**src/rtl/icache_fetcher.sv**
```systemverilog
// Instruction fetch stage: serves current_pc from a direct-mapped, one-instruction-per-line
// cache, falling back to a valid/ready program memory read on a miss.
module icache_fetcher #(
   parameter int unsigned PROGRAM_MEM_ADDR_BITS = 8,
   parameter int unsigned PROGRAM_MEM_DATA_BITS = 16,
   parameter int unsigned CACHE_LINES           = 16
) (
   input  logic                             clk,
   input  logic                             reset,
   input  logic [2:0]                       core_state,
   input  logic [PROGRAM_MEM_ADDR_BITS-1:0] current_pc,
   input  logic                             cache_flush,
   output logic                             mem_read_valid,
   output logic [PROGRAM_MEM_ADDR_BITS-1:0] mem_read_address,
   input  logic                             mem_read_ready,
   input  logic [PROGRAM_MEM_DATA_BITS-1:0] mem_read_data,
   output logic [2:0]                       fetcher_state,
   output logic [PROGRAM_MEM_DATA_BITS-1:0] instruction,
   output logic [15:0]                      hit_count,
   output logic [15:0]                      miss_count
);

   localparam int unsigned IDX_BITS = $clog2(CACHE_LINES);
   localparam int unsigned TAG_BITS = PROGRAM_MEM_ADDR_BITS - IDX_BITS;

   localparam logic [2:0] CS_FETCH  = 3'b001;
   localparam logic [2:0] CS_DECODE = 3'b010;

   typedef enum logic [2:0] {
      StIdle     = 3'b000,
      StFetching = 3'b001,
      StFetched  = 3'b010
   } state_e;

   state_e                             r_state, w_state_d;
   logic                               r_req, w_req_d;
   logic [PROGRAM_MEM_ADDR_BITS-1:0]   r_pc, w_pc_d;
   logic [PROGRAM_MEM_DATA_BITS-1:0]   r_instr, w_instr_d;
   logic [15:0]                        r_hit_cnt, w_hit_cnt_d;
   logic [15:0]                        r_miss_cnt, w_miss_cnt_d;

   logic [CACHE_LINES-1:0]             r_valid;
   logic [TAG_BITS-1:0]                r_tag  [CACHE_LINES];
   logic [PROGRAM_MEM_DATA_BITS-1:0]   r_data [CACHE_LINES];

   logic [IDX_BITS-1:0]                w_idx;
   logic [TAG_BITS-1:0]                w_tag;
   logic [IDX_BITS-1:0]                w_fill_idx;
   logic [TAG_BITS-1:0]                w_fill_tag;
   logic                               w_hit;
   logic                               w_fill;

   assign w_idx      = current_pc[IDX_BITS-1:0];
   assign w_tag      = current_pc[PROGRAM_MEM_ADDR_BITS-1:IDX_BITS];
   assign w_fill_idx = r_pc[IDX_BITS-1:0];
   assign w_fill_tag = r_pc[PROGRAM_MEM_ADDR_BITS-1:IDX_BITS];

   // A same-cycle flush wins over the lookup, so the fetch is forced to miss.
   assign w_hit = r_valid[w_idx] && (r_tag[w_idx] == w_tag) && !cache_flush;

   always_comb begin
      w_state_d    = r_state;
      w_req_d      = r_req;
      w_pc_d       = r_pc;
      w_instr_d    = r_instr;
      w_hit_cnt_d  = r_hit_cnt;
      w_miss_cnt_d = r_miss_cnt;
      w_fill       = 1'b0;
      case (r_state)
         StIdle: begin
            if (core_state == CS_FETCH) begin
               if (w_hit) begin
                  w_instr_d   = r_data[w_idx];
                  w_hit_cnt_d = (r_hit_cnt == 16'hFFFF) ? r_hit_cnt : r_hit_cnt + 16'd1;
                  w_state_d   = StFetched;
               end else begin
                  w_req_d      = 1'b1;
                  w_pc_d       = current_pc;
                  w_miss_cnt_d = (r_miss_cnt == 16'hFFFF) ? r_miss_cnt : r_miss_cnt + 16'd1;
                  w_state_d    = StFetching;
               end
            end
         end
         StFetching: begin
            if (mem_read_ready) begin
               w_instr_d = mem_read_data;
               w_req_d   = 1'b0;
               w_fill    = 1'b1;
               w_state_d = StFetched;
            end
         end
         StFetched: begin
            if (core_state == CS_DECODE) w_state_d = StIdle;
         end
         default: w_state_d = StIdle;
      endcase
   end

   always_ff @(posedge clk or posedge reset) begin
      if (reset) begin
         r_state    <= StIdle;
         r_req      <= 1'b0;
         r_pc       <= '0;
         r_instr    <= '0;
         r_hit_cnt  <= '0;
         r_miss_cnt <= '0;
      end else begin
         r_state    <= w_state_d;
         r_req      <= w_req_d;
         r_pc       <= w_pc_d;
         r_instr    <= w_instr_d;
         r_hit_cnt  <= w_hit_cnt_d;
         r_miss_cnt <= w_miss_cnt_d;
      end
   end

   always_ff @(posedge clk or posedge reset) begin
      if (reset) begin
         r_valid <= '0;
      end else if (cache_flush) begin
         r_valid <= '0;
      end else if (w_fill) begin
         r_valid[w_fill_idx] <= 1'b1;
      end
   end

   // Tag/data need no reset: a line is only trusted once its valid bit is set.
   always_ff @(posedge clk) begin
      if (w_fill) begin
         r_tag[w_fill_idx]  <= w_fill_tag;
         r_data[w_fill_idx] <= mem_read_data;
      end
   end

   assign mem_read_valid   = r_req;
   assign mem_read_address = r_pc;
   assign fetcher_state    = r_state;
   assign instruction      = r_instr;
   assign hit_count        = r_hit_cnt;
   assign miss_count       = r_miss_cnt;

endmodule
```
**config.mk**
```make
export PLATFORM = sky130hd
export DESIGN_NAME = icache_fetcher
export DESIGN_NICKNAME = d
export VERILOG_FILES = /design/src/rtl/icache_fetcher.sv
export SDC_FILE = /design/constraint.sdc
export NUM_CORES = 1
export LEC_CHECK = 0
export CAP_MARGIN = 20
export CORE_ASPECT_RATIO = 0.8
export CORE_MARGIN = 4
export CORE_UTILIZATION = 39
export DETAILED_ROUTE_END_ITERATION = 8
export GPL_TIMING_DRIVEN = 0
export PLACE_DENSITY = 0.55
export SYNTH_ARGS = -nofsm -noshare
export SYNTH_HDL_FRONTEND = slang
export SYNTH_SLANG_ARGS = --single-unit
```
**constraint.sdc**
```tcl
create_clock -name clk -period 7.3 [get_ports clk]
set_clock_uncertainty 0.1 [all_clocks]
set_input_delay 1.46 -clock clk [delete_from_list [all_inputs] [get_ports clk]]
set_output_delay 1.46 -clock clk [all_outputs]
set_load 0.02 [all_outputs]
```
==> results of run 1 <==
state kept, by name, summed over array words and instances (netlist names), 2 cells and up:
name / flops
hit_count: 16
instruction: 16
r_data: 256
miss_count: 16
mem_read_address: 8
r_tag: 64
fetcher_state: 2
r_valid: 16
final timing paths:
| check | startpoint | to | slack (ns) | cells past startpoint |
|---|---|---|---|---|
| hold / removal | r_valid[8] | r_valid[8] | 0.39 | 2 |
| setup reg to reg | r_tag[15][3] | instruction[0] | 3.68 | 8 |
| min in group asynchronous | reset | miss_count[0] | 1.18 | 2 |
| max in group asynchronous | reset | instruction[11] | 5.30 | 3 |
| hold reg to reg | r_valid[8] | r_valid[8] | 0.39 | 2 |
| setup / recovery | current_pc[2] | instruction[0] | 2.17 | 11 |
through the flow:
step           total power [W]  worst slack [ns]
4_1_cts               0.005531             2.163
3_3_place_gp          0.003459            0.7385
2_1_floorplan         0.003118             3.234
6_report              0.005467             2.170
3_5_place_dp          0.003511             1.630
5_1_grt               0.005686             1.941
metal layers:
metal  vias up  wire [µm]  GRT usage, %
li1       3484          -             -
met2       196      17460         26.72
met3        39       1698         2.779
met4         0        534         3.309
met5         -          0             0
met1      4325      17620         26.53
cell usage in the layout, fill, tap and decap left out, types with 11 or more instances in the layout:
cell type        Yosys  layout
edfxtp_1           320     320
mux4_2              97      97
clkdlybuf4s50_1      0      86
dfrtp_1             75      75
clkbuf_16            0      43
nor2_1              54      42
mux2_2              40      40
clkbuf_1            11      23
nand2_1             20      20
xor2_1              17      17
nand3_1             16      16
xnor2_1             15      15
nor3_1              18      14
nor2_4               0      12
buf_6                6      12
mux2i_1             11      11
logic make-up (layout without fill, tap and decap cells):
group	after synthesis	count (layout)	share of synthesized area, %
muxes	154	154	18.25
buffers and inverters	43	223	1.463
and+or+nand+nor	152	152	4.873
other	1	1	0.02382
DFF	395	395	72.97
AOI/OAI and AO/OA	9	9	0.4769
adders and majority gates	2	2	0.1590
xor gates and xnor gates	32	32	1.781
area by class of cell:
cell class	instances	share of cell area, %
clock inverters	15	0.6320
multi-input cells	350	21.75
clock buffers	59	6.188
inverters	8	0.1712
repair buffers	106	6.241
plain buffers	35	1.053
well taps	536	3.529
flip-flops and latches	395	60.43
critical path, cell delays in order:
cell             delay (ns)
clkdlybuf4s50_1        0.64
buf_4                  0.28
buf_4                  0.29
mux4_2                 0.34
mux2i_1                0.20
mux2i_1                0.12
xnor2_1                0.34
nand4_1                0.37
o21ai_2                0.73
buf_6                  0.29
mux2_2                 0.35
power groups by stage:
stage                     Sequential [W]  Clock [W]  Combinational [W]
after global placement           0.00279          0           0.000674
after global routing             0.00277    0.00216           0.000754
final                            0.00274    0.00202           0.000705
after detailed placement         0.00279          0           0.000718
after CTS                        0.00275    0.00206           0.000721
after floorplan                  0.00286          0           0.000260
==> impl_metrics.py, run 1 <==
metrics = {
    "outcome": {
        "status": "completed",
    },
    "worst_setup_path": {
        "critPathCaptureType": "register",
        "worstPathArrival_ns": 5.43,
        "path_max_fanout": 10,
        "worstSetupPathType": "in2reg",
        "worstPathRequired_ns": 7.60,
        "critPathLaunchType": "input pin",
    },
    "timing": {
        "hold-worst-slack_ns": 0.3927,
        "rsz0062_at_grt": "no",
        "hold_violations": 0,
        "setup_viol": 0,
        "worst_pin_slew_ns": 1.023,
        "fin_crit_ns": 5.130,
        "fmax_mhz": 194.9,
        "maxSlewHeadroom_pct": 31.81,
        "period_share_pct": 70.27,
        "slew_violations": 0,
        "tns_ns": 0,
    },
    "power": {
        "leakage_nw": 6.466,
        "ir_worst_vdd_v": 0.0001663,
        "p_seq_share_pct": 50.2,
        "switching_power_w": 0.001334,
        "p_int_w": 0.004133,
        "powerDensity_nw_per_um2": 287.7,
        "swShare_pct": 24.40,
        "clkPwrFrac_pct": 36.9,
        "p_comb_share_pct": 12.9,
    },
    "grt": {
        "grt_pass1_wl_um": 56020,
        "overflow": 0,
        "grt_max_degree": 53,
        "grt_pass1_vias": 8360,
        "groute.usage.overall_pct": 17.35,
        "grt_antenna_before_repair": 0,
    },
    "cts": {
        "holdBufCountCts": 0,
        "clock_latency_ns": 0.54,
        "path_clk_slew_ns": 0.06,
        "cts_tree": "done",
        "cts.root.buffer_cell": "clkbuf_16",
        "cts_repair_resize_count": 0,
        "cts_num_sinks": 395,
        "clockBufferDepth": 3,
        "post_cts_buffers": 0,
        "h-tree-depth": 2,
        "numCtsBuffers": 41,
    },
    "synthesis": {
        "synthDominantCellAreaShare_pct": 61.05,
        "netlist_instances": 788,
        "synth-edff-count": 320,
        "synth_seq_cells": 395,
        "ys.flop_type": "edfxtp_1",
        "yosysMostFrequentCell": "edfxtp_1",
        "synth-async-reset-ratio_pct": 18.99,
        "yosysWarnings": 0,
        "yosys.area.top_type": "edfxtp_1",
        "ys_seq_area_share_pct": 72.97,
        "synth.net_count": 821,
        "netlist_top_cells_count": "edfxtp_1, mux4_2, dfrtp_1",
        "yosysUniqueCellTypes": 42,
        "synth_area_um2": 15740,
        "netlist_top_cells_area": "edfxtp_1, mux4_2, dfrtp_1",
        "syn_avg_cell_area_um2": 19.97,
    },
    "floorplan": {
        "io_pins": 91,
        "start_util_pct": 39.74,
        "die_w_um": 232.6,
        "core.rowCount": 65,
        "core_um2": 39610,
        "die_h_um": 187.7,
        "die_area_um2": 43660,
    },
    "flow_run": {
        "cap_violations": 0,
    },
    "place": {
        "io_buffers": 86,
        "place_congestion": 0.7620,
        "place_area_um2": 17710,
        "dpl.hpwl_um": 23880,
        "placed_cells": 1430,
    },
    "final_layout": {
        "seq_area_um2": 11490,
        "layout.cells.non_filler": 1504,
        "antenna_cells": 0,
        "multi_input_comb_area_um2": 4134,
        "nets": 970,
        "layout-drive-gt1-share_pct": 26.03,
        "syn2layout_area_growth_pct": 20.75,
        "utilization_pct": 47.99,
        "fin_area_um2": 19010,
        "fill_cells": 3334,
    },
    "hold_path": {
        "holdCritPathClass": "reg2reg",
    },
    "route": {
        "post_drt_wl_per_cell_um": 24.81,
        "viasPerCell": 5.348,
        "drc_errors": 0,
        "drt_first_pass_iters": 5,
        "ant_nets": 0,
        "vias": 8044,
        "drtIter0Drc": 612,
        "wl_um": 37310,
    },
}
Power figures use the tool's default switching activity.
==> inputs of run 2 (changes only) <==
--- a/config.mk
+++ b/config.mk
@@ -11,7 +11,7 @@
 export CORE_UTILIZATION = 39
 export DETAILED_ROUTE_END_ITERATION = 8
 export GPL_TIMING_DRIVEN = 0
-export PLACE_DENSITY = 0.55
+export PLACE_DENSITY = 0.57
 export SYNTH_ARGS = -nofsm -noshare
 export SYNTH_HDL_FRONTEND = slang
 export SYNTH_SLANG_ARGS = --single-unit
==> constraint.sdc (replaced) <==
create_clock -name clk -period 4.55 [get_ports clk]
set_clock_uncertainty 0.1 [all_clocks]
set_input_delay 0.91 -clock clk [delete_from_list [all_inputs] [get_ports clk]]
set_output_delay 0.91 -clock clk [all_outputs]
set_load 0.02 [all_outputs]
==> run 2 against run 1 <==
  * Flip-flop and latch count unchanged
  * Total power up 60%
  * Largest power group unchanged
  * Worst setup slack worse by 2.0 ns
  * Design area down 0.69%
  * Routed wire length down 2.7%
==> impl_metrics.py, run 2 (synthesis results as in run 1) <==
metrics = {
    "final_layout": {
        "syn2layout_area_growth_pct": 19.91,
        "fin_area_um2": 18870,
        "largest_register_ffs": 256,
        "layout-drive-gt1-share_pct": 26.15,
        "layout_common_cells": "edfxtp_1, mux4_2, clkdlybuf4s50_1, dfrtp_1, nor2_1",
        "reg_top3": "r_data x256, r_tag x64",
        "nets": 963,
        "largest-register": "r_data",
        "fill_cells": 3322,
        "layout_commonest_cell": "edfxtp_1",
    },
    "floorplan": {
        "die_w_um": 232.6,
        "core_um2": 39610,
        "die_h_um": 187.7,
        "die_area_um2": 43660,
        "core.rowCount": 65,
        "io_pins": 91,
        "start_util_pct": 39.74,
    },
    "timing": {
        "fmax_mhz": 229.9,
        "setup_viol": 0,
        "hold_violations": 0,
        "period_share_pct": 95.59,
        "worst_pin_slew_ns": 1.025,
        "slew_violations": 0,
        "maxSlewHeadroom_pct": 31.70,
        "fin_crit_ns": 4.349,
        "rsz0062_at_grt": "no",
        "hold-worst-slack_ns": 0.3915,
    },
    "cts": {
        "path_clk_slew_ns": 0.06,
        "clockBufferDepth": 3,
        "cts.root.buffer_cell": "clkbuf_16",
        "cts_tree": "done",
        "numCtsBuffers": 40,
        "h-tree-depth": 2,
        "post_cts_buffers": 0,
        "cts_num_sinks": 395,
        "clock_latency_ns": 0.53,
        "holdBufCountCts": 0,
    },
    "grt": {
        "grt_antenna_before_repair": 1,
        "grt_max_degree": 41,
        "grt_pass1_vias": 8299,
        "grt_pass1_wl_um": 54880,
        "overflow": 0,
        "groute.usage.overall_pct": 16.93,
    },
    "route": {
        "post_drt_wl_per_cell_um": 24.25,
        "drc_errors": 0,
        "vias": 7988,
        "wl_um": 36300,
        "drt_first_pass_iters": 5,
        "ant_nets": 0,
        "viasPerCell": 5.336,
        "drtIter0Drc": 717,
    },
    "worst_setup_path": {
        "worstSetupPathType": "in2reg",
        "worstReg2RegStart": "r_tag[15][3]",
        "critPathCaptureType": "register",
        "critPathLaunchType": "input pin",
        "startpoint": "current_pc[3]",
        "worstPathRequired_ns": 4.86,
        "path_max_fanout": 10,
        "worstPathArrival_ns": 4.66,
    },
    "place": {
        "io_buffers": 86,
        "dpl.hpwl_um": 22430,
        "place_area_um2": 17570,
        "place_congestion": 0.7302,
    },
    "power": {
        "powerDensity_nw_per_um2": 463.7,
        "leakage_nw": 6.405,
        "ir_worst_vdd_v": 0.0002518,
    },
    "outcome": {
        "status": "completed",
    },
    "hold_path": {
        "holdCritPathClass": "reg2reg",
        "worstHoldStart": "instruction[4]",
    },
    "flow_run": {
        "cap_violations": 0,
    },
}
[run 2: path summary, 6_finish.rpt]
path | end | slack [ns] | cells after the start
max reg2reg | instruction[14] | 1.21 | 8
max | instruction[14] | 0.20 | 10
min | instruction[4] | 0.39 | 1
min reg2reg | instruction[4] | 0.39 | 1
max in group asynchronous | instruction[7] | 3.03 | 3
min in group asynchronous | hit_count[3] | 0.70 | 2
[run 2: critical path, cell delays in order]
cell,delay (ns)
clkdlybuf4s50_1,0.49
buf_2,0.30
buf_1,0.72
mux2i_1,0.17
mux2i_1,0.30
xnor2_1,0.21
nand4_1,0.37
o21ai_4,0.57
buf_6,0.26
mux2_2,0.35
[run 2: stage by stage]
| step | cells | util, % | worst slack [ns] | setup TNS, ns | power, W |
|---|---|---|---|---|---|
| 6_report | 1497 | 47.65 | 0.2006 | 0 | 0.008752 |
| 3_3_place_gp | 1410 | 43.61 | -1.435 | -122.23 | 0.005549 |
| 4_1_cts | 1495 | 47.60 | 0.03648 | 0 | 0.008851 |
| 5_1_grt | 1497 | 47.65 | 0.02724 | 0 | 0.009117 |
| 3_5_place_dp | 1423 | 44.37 | -0.5189 | -7.469 | 0.005619 |
| 2_1_floorplan | 788 | - | 1.034 | 0 | 0.005002 |
[run 2: routing by layer]
| metal | up-vias | wire length, µm | track usage, % |
|---|---|---|---|
| li1 | 3465 | - | - |
| met1 | 4252 | 17210 | 26.33 |
| met2 | 229 | 16590 | 25.25 |
| met3 | 42 | 1891 | 2.916 |
| met4 | 0 | 611 | 3.653 |
| met5 | - | 0 | 0 |
[run 2: what timing repair did]
item	CTS	global route
resized for setup	0	1
endpoints found under the setup margin	0	10
hold endpoints to repair	0	0
[run 2: cell type report]
cell class                 instances  area, µm²  area share, %
sequential                       395      11490          60.85
multi-input combinational        350       4141          21.94
clock buffer                      61       1161          6.152
timing repair buffer             100       1060          5.615
tap                              536      670.6          3.553
buffer                            35      200.2          1.061
clock inverter                    11      120.1         0.6364
inverter                           8      32.53         0.1724
antenna                            1      2.502        0.01326
[run 2: where the power goes]
| part | switching, W | total [W] | internal [W] |
|---|---|---|---|
| logic | 0.000588 | 0.00112 | 0.000532 |
| registers | 0.000224 | 0.00441 | 0.00419 |
| clock network | 0.00134 | 0.00322 | 0.00188 |
| total | 0.00215 | 0.00875 | 0.00660 |
==> inputs of run 3 (changes only) <==
--- a/config.mk
+++ b/config.mk
@@ -11,7 +11,7 @@
 export CORE_UTILIZATION = 39
 export DETAILED_ROUTE_END_ITERATION = 8
 export GPL_TIMING_DRIVEN = 0
-export PLACE_DENSITY = 0.57
+export PLACE_DENSITY = 0.55
 export SYNTH_ARGS = -nofsm -noshare
 export SYNTH_HDL_FRONTEND = slang
 export SYNTH_SLANG_ARGS = --single-unit
==> constraint.sdc (replaced) <==
create_clock -name clk -period 4.4 [get_ports clk]
set_clock_uncertainty 0.1 [all_clocks]
set_input_delay 0.88 -clock clk [delete_from_list [all_inputs] [get_ports clk]]
set_output_delay 0.88 -clock clk [all_outputs]
set_load 0.02 [all_outputs]
==> run 3 against run 2 <==
  * Cell count increased by 0.53%
  * Sequential share of layout area fell by 0.47 points
  * Design area is 0.78% higher
  * Worst setup slack better by 0.071 ns
  * Critical path type unchanged
  * Via count is 0.48% higher
==> impl_metrics.py, run 3 (synthesis results as in run 1) <==
metrics = {
    "place": {
        "place_congestion": 0.7620,
        "dpl.hpwl_um": 23880,
        "io_buffers": 86,
        "place_area_um2": 17710,
        "dpl_worst_slack_ns": -0.6900,
    },
    "worst_setup_path": {
        "worstReg2RegStart": "r_tag[15][3]",
        "critPathLaunchType": "input pin",
        "rrSetupSlack_ns": 1.17,
        "worstSetupPathType": "in2reg",
        "worstPathRequired_ns": 4.71,
        "regToRegEndpoint": "mem_read_address[0]",
        "worstPathArrival_ns": 4.44,
        "critPathCaptureType": "register",
        "reg2reg_depth": 7,
        "path_max_fanout": 10,
    },
    "final_layout": {
        "largest-register": "r_data",
        "layout_common_cells": "edfxtp_1, mux4_2, clkdlybuf4s50_1, dfrtp_1, clkbuf_16",
        "reg_top3": "r_data x256, r_tag x64",
        "layout-drive-gt1-share_pct": 26.11,
        "nets": 971,
        "syn2layout_area_growth_pct": 20.84,
        "layout_commonest_cell": "edfxtp_1",
        "fin_area_um2": 19020,
        "antenna_cells": 0,
        "largest_register_ffs": 256,
    },
    "route": {
        "drt_first_pass_iters": 5,
        "wl_um": 37330,
        "highest_layer": "met4",
        "wirelength_met1_um": 17580,
        "ant_nets": 0,
        "vias": 8026,
        "post_drt_wl_per_cell_um": 24.81,
        "viasPerCell": 5.333,
        "met2_length_um": 17460,
        "drc_errors": 0,
        "dr_wl_met3_um": 1744,
        "drtIter0Drc": 660,
    },
    "timing": {
        "slew_violations": 0,
        "tns_ns": 0,
        "period_share_pct": 93.83,
        "rsz0062_at_grt": "no",
        "hold-worst-slack_ns": 0.3928,
        "fin_crit_ns": 4.128,
        "setup_slack_ns": 0.2716,
        "fmax_mhz": 242.2,
        "hold_violations": 0,
        "setup_viol": 0,
        "worst_pin_slew_ns": 1.005,
        "maxSlewHeadroom_pct": 33.02,
    },
    "grt": {
        "overflow": 0,
        "grt_pass1_vias": 8369,
        "groute.usage.overall_pct": 17.36,
        "grt_antenna_before_repair": 0,
        "grt_max_degree": 53,
        "grt_pass1_wl_um": 56060,
    },
    "floorplan": {
        "die_area_um2": 43660,
        "core_um2": 39610,
        "start_util_pct": 39.74,
        "die_h_um": 187.7,
        "io_pins": 91,
        "die_w_um": 232.6,
        "core.rowCount": 65,
    },
    "cts": {
        "cts.root.buffer_cell": "clkbuf_16",
        "clock_latency_ns": 0.53,
        "clockBufferDepth": 3,
        "cts_num_sinks": 395,
        "cts_tree": "done",
        "numCtsBuffers": 41,
        "holdBufCountCts": 0,
        "path_clk_slew_ns": 0.06,
        "h-tree-depth": 2,
    },
    "power": {
        "ir_worst_vdd_v": 0.0002759,
        "powerDensity_nw_per_um2": 477.4,
        "leakage_nw": 6.472,
        "p_total_w": 0.009080,
    },
    "hold_path": {
        "whs_path_depth": 2,
        "worstHoldStart": "r_valid[8]",
        "hold_path_end": "r_valid[8]",
        "holdCritPathClass": "reg2reg",
    },
    "flow_run": {
        "cap_violations": 0,
    },
    "outcome": {
        "status": "completed",
    },
}
## run 3: final cells by class
cell class,instances,area [µm²]
Buffer,35,200.2
Clock buffer,59,1176
Clock inverter,15,120.1
Fill cell,3335,20590
Inverter,8,32.53
Multi-Input combinational cell,350,4141
Sequential cell,395,11490
Tap cell,536,670.6
Timing Repair Buffer,107,1194
## run 3: worst max-delay path by stage
stage                               from                   to  cells past startpoint
after floorplan            current_pc[0]       instruction[6]                      7
after global placement    mem_read_ready         r_data[4][8]                      5
after detailed placement   current_pc[2]       instruction[5]                     11
after CTS                  current_pc[2]       instruction[0]                     11
after global routing       current_pc[2]  mem_read_address[4]                     10
final                      current_pc[2]  mem_read_address[0]                     10
## run 3: metal layers
layer  track usage, %  up-vias
met5                0        -
met4            3.309        0
met3            2.779       39
met2            26.73      210
met1            26.56     4297
li1                 -     3480
## run 3: report_power, final
part | switching, W | internal, W
registers | 0.000224 | 0.00433
logic | 0.000615 | 0.000558
clock network | 0.00138 | 0.00197
total | 0.00222 | 0.00686
## run 3: worst max-delay path: stages
cell and delay (ns):
clkdlybuf4s50_1 0.65, buf_4 0.28, buf_4 0.29, mux4_2 0.34, mux2i_1 0.20, mux2i_1 0.12
xnor2_1 0.32, nand4_1 0.39, nand2_1 0.57, mux2_2 0.40
## run 3: metrics by stage
| step | utilization, % | instances |
|---|---|---|
| 2_1_floorplan | - | 788 |
| 3_3_place_gp | 43.61 | 1410 |
| 3_5_place_dp | 44.71 | 1430 |
| 4_1_cts | 48.01 | 1504 |
| 5_1_grt | 48.02 | 1505 |
| 6_report | 48.02 | 1505 |
## run 3: what timing repair did
action                     4_1_cts  5_1_grt
setup endpoints to repair       10       11
setup buffers                    0        1
resized for setup                1        0
hold endpoints to repair         0        0
pin swaps                        0        1
